`src/rtl/fifo_drain_packer.sv`:
```
// Pops PACK_FACTOR entries from a fall-through fifo and presents them as one wide word.
// Word valid PACK_FACTOR-1 edges after first pop; holds word and stops popping until out_ready.
module fifo_drain_packer #(
  parameter int DATA_WIDTH  = 4,
  parameter int PACK_FACTOR = 3,
  parameter int CNT_WIDTH   = 2
) (
  input  logic                             clk,
  input  logic                             rst_n,
  input  logic                             clr,
  input  logic [DATA_WIDTH-1:0]            fifo_dout,
  input  logic                             fifo_empty_n,
  output logic                             fifo_deq,
  output logic [DATA_WIDTH*PACK_FACTOR-1:0] out_data,
  output logic                             out_valid,
  input  logic                             out_ready,
  output logic [CNT_WIDTH-1:0]             fill_cnt
);

  localparam logic [CNT_WIDTH-1:0] LAST_SLOT = CNT_WIDTH'(PACK_FACTOR - 1);

  typedef enum logic {FILL, HOLD} state_t;

  state_t                            state, state_nxt;
  logic [CNT_WIDTH-1:0]              cnt_nxt;
  logic [DATA_WIDTH*PACK_FACTOR-1:0] data_nxt;

  always_ff @(posedge clk) begin
    if (!rst_n) begin
      state    <= FILL;
      fill_cnt <= '0;
      out_data <= '0;
    end else begin
      state    <= state_nxt;
      fill_cnt <= cnt_nxt;
      out_data <= data_nxt;
    end
  end

  // out_valid comes straight from the state flop, so it is glitch-free.
  assign out_valid = (state == HOLD);

  always_comb begin
    fifo_deq  = rst_n & ~clr & fifo_empty_n & ((state == FILL) | out_ready);
    state_nxt = state;
    cnt_nxt   = fill_cnt;
    data_nxt  = out_data;

    // fill_cnt is 0 in HOLD, so a pop on the release cycle lands in slot 0.
    if (fifo_deq) begin
      for (int i = 0; i < PACK_FACTOR; i++) begin
        if (fill_cnt == CNT_WIDTH'(i))
          data_nxt[i*DATA_WIDTH +: DATA_WIDTH] = fifo_dout;
      end
    end

    if (clr) begin
      state_nxt = FILL;
      cnt_nxt   = '0;
      data_nxt  = '0;
    end else begin
      case (state)
        FILL: begin
          if (fifo_deq) begin
            if (fill_cnt == LAST_SLOT) begin
              state_nxt = HOLD;
              cnt_nxt   = '0;
            end else begin
              cnt_nxt = fill_cnt + CNT_WIDTH'(1);
            end
          end
        end
        HOLD: begin
          if (out_ready) begin
            state_nxt = FILL;
            cnt_nxt   = fifo_deq ? CNT_WIDTH'(1) : '0;
          end
        end
        default: state_nxt = FILL;
      endcase
    end
  end

endmodule

```
`config.mk`:
```
export PLATFORM = sky130hd
export DESIGN_NAME = fifo_drain_packer
export DESIGN_NICKNAME = d
export VERILOG_FILES = /design/src/rtl/fifo_drain_packer.sv
export SDC_FILE = /design/constraint.sdc
export NUM_CORES = 1
export LEC_CHECK = 0
export ABC_AREA = 1
export CORE_MARGIN = 4
export CORE_UTILIZATION = 35
export DETAILED_ROUTE_END_ITERATION = 10
export MAX_ROUTING_LAYER = met4
export PLACE_DENSITY = 0.66
export SYNTH_ARGS = -nofsm -noshare
export SYNTH_HDL_FRONTEND = slang
export SYNTH_SLANG_ARGS = --single-unit
```
`constraint.sdc`:
```
create_clock -name clk -period 1.4 [get_ports clk]
set_input_delay 0.35 -clock clk [delete_from_list [all_inputs] [get_ports clk]]
set_output_delay 0.35 -clock clk [all_outputs]
set_load 0.02 [all_outputs]
```
==> reports/qor.csv <==
metric;value;unit
proportion of layout cells with a drive suffix above 1;22.9;%
Post-Syn Area;661;µm²
Min Hold Slack;0.464;ns
gr usage total;13.3;%
# DRC;0;
Routed WL;1500;µm
number of buffers added on ports;24;
Clock Latency Late Sink;0.27;ns
Unique masters post-synth;17;
Yosys warning total;0;
Starting DRT DRC Count;15;
initial antenna violation count;0;
Min Clock Period, post-route;1.34;ns
peak supply drop;0.513;mV
area grow syn2layout;48.7;%
Post-synth top cells;nand3_1, dfxtp_1, inv_1;
sequential power share;56.9;%
count of pins over their slew limit;0;
Post-DP Area;980;µm²
area leader, netlist;dfxtp_1;
CTS sink cnt;15;
Setup Viol. Count Final;0;
Internal;583;µW
TritonCTS clock tree;built;
fin crit share;95.8;%
Min-Delay Path Class;register to register;
Sw Share;23.6;%
maxcap violations;0;
RD Place Congestion;0.814;
Ant. Diodes;0;
post-route cell area;982;µm²
Slew Limit Headroom;81.6;%
Synth Net Count;84;
H-tree Lvls;1;
top-count cell post-synth;nand3_1;
crit end category;output port;
Clk network pwr share;31.0;%
CP cell instances;clkdlybuf4s15_1;
RSZ-0062 raised after global routing;false;
Starting Density;37.4;%
Peak Freq;0.745;GHz
vias per cell;4.67;
I/O pin cnt;25;
Cells after Synth;75;
Final Hold Violating Endpoints;0;
sequential share of the synthesized area;45.5;%
outcome;finished clean;
Post-synth EDFFs;0;
Worst path slowest cell;dfxtp_1;
Worst-Margin Slew;0.275;ns
critical path's top delay family;flip-flops;
vias in the first global route;621;
skew final;0.00715;ns
crit path kind;register to output port;
first-pass GRT wire length;2550;µm
pwr/cell area;778;mW/mm²
CP startpoint kind;register;
Leak Pwr;0.000475;µW
WL per Instance;11.2;µm
Die Y-Extent;51.4;µm
routed vias;626;
total gr overflow;0;
synthesized area per cell;8.81;µm²
largest net degree at the start of global routing;10;
Net count, final;119;
antenna-violating nets left;0;
Arr. time, crit path;0.99;ns
hold buffers post-CTS;0;
Synth Flop Type;dfxtp_1;
Yosys reg bits;15;
setup TNS;0;ns
Root Buffer;clkbuf_4;
Detailed Place HPWL;1210;µm
num rows;15;
worst-path maximum fanout;4;
FFs w/ async S/R, synth;0;%
Synth top area share;45.5;%
crit-path max cell delay;0.39;ns
Die Wd;51.4;µm
WP data required;1.05;ns
combinational power share;12.1;%
CTS buffer count;3;
Max Buffers Root-to-Sink;2;
CP bufs+invs;1;
Die ar.;0.00265;mm²
router iterations before antenna repair;4;
NetSw;180;µW
clock slew at reported path FFs;0.09;ns
CORE AREA;0.00176;mm²
largest cells by area after synthesis;dfxtp_1, nand3_1, nand3_4, o21ai_1, nand4_1;
what timing repair did:
action	4_1_cts	5_1_grt
endpoints found under the setup margin	16	3
setup buffers	0	0
pin swaps	1	1
gates resized for setup	28	2
kinds of logic after synthesis:
logic type      count (synthesis)  share of synthesized area [%]
simple gates                   36                           36.6
flops                          15                           45.5
compound gates                 12                           10.4
buf+inv                        12                           7.58
flip-flops by register name, summed over array words and instances, names as in the netlist:
name       flops
out_data      12
fill_cnt       2
out_valid      1
power groups by stage:
stage	clock (µW)	sequential, µW	combinational [µW]
floorplan	0	451	35.9
global placement	0	445	98.9
detailed placement	0	445	100
CTS	250	435	93.1
global route	274	436	99.8
finish	237	435	92.6
stage by stage:
step | total power, µW | setup slack (ns) | std cells | util [%]
3_5_place_dp | 545 | -0.663 | 130 | 55.5
2_1_floorplan | 487 | 0.196 | 75 | -
3_3_place_gp | 544 | -0.648 | 130 | 55.5
6_report | 764 | 0.0583 | 134 | 55.7
5_1_grt | 809 | 0.00528 | 134 | 55.7
4_1_cts | 778 | 0.0242 | 134 | 56.0
tightest hold or removal path: cells and delay by family (launching register included):
family           cells  cell delay [ns]
DFF                  1             0.32
and+or+nand+nor      2             0.11
layout by cell type (no fill, tap or decap):
cell type | synthesis | routed
o21ai_1 | 7 | 7
nand3_4 | 2 | 2
nor2_4 | 2 | 2
clkbuf_4 | 0 | 3
buf_4 | 1 | 8
nor2_1 | 2 | 2
inv_2 | 2 | 2
inv_1 | 8 | 8
dlygate4sd2_1 | 0 | 17
dfxtp_2 | 0 | 1
buf_2 | 1 | 1
nand2_1 | 6 | 6
dfxtp_1 | 15 | 14
nand4_1 | 5 | 5
o21ai_2 | 2 | 2
o22ai_1 | 1 | 1
nand3_1 | 16 | 16
nand2_4 | 2 | 2
buf_6 | 0 | 1
nor2_8 | 1 | 1
clkdlybuf4s15_1 | 0 | 1
clkdlybuf4s50_1 | 0 | 4
clkbuf_1 | 0 | 1
a21oi_1 | 2 | 2
path summary, 6_finish.rpt:
kind / start / end / slack, ns / depth (start not counted)
setup / recovery: fill_cnt[0] / fill_cnt[0] / 0.06 / 1
hold / removal: out_data[8] / out_data[8] / 0.46 / 2
hold reg to reg: out_data[8] / out_data[8] / 0.46 / 2
setup reg to reg: fill_cnt[0] / out_data[7] / 0.23 / 5
final cells by class:
class | count | area (µm²)
Clock buffer | 4 | 26.3
Fill cell | 200 | 782
Tap cell | 25 | 31.3
Inverter | 10 | 37.5
Timing Repair Buffer | 32 | 275
Sequential cell | 15 | 302
Multi-Input combinational cell | 48 | 310
per-layer routing:
layer,wire [µm],GRT usage [%],part of all wire (%),vias up
li1,-,-,-,328
met1,680,15.0,45,275
met4,13,6.55,0.87,0
met3,109,3.79,7.3,2
met2,692,21.4,46,21
met5,0,-,0,-
Note: power is estimated with default switching activity, not from simulation.
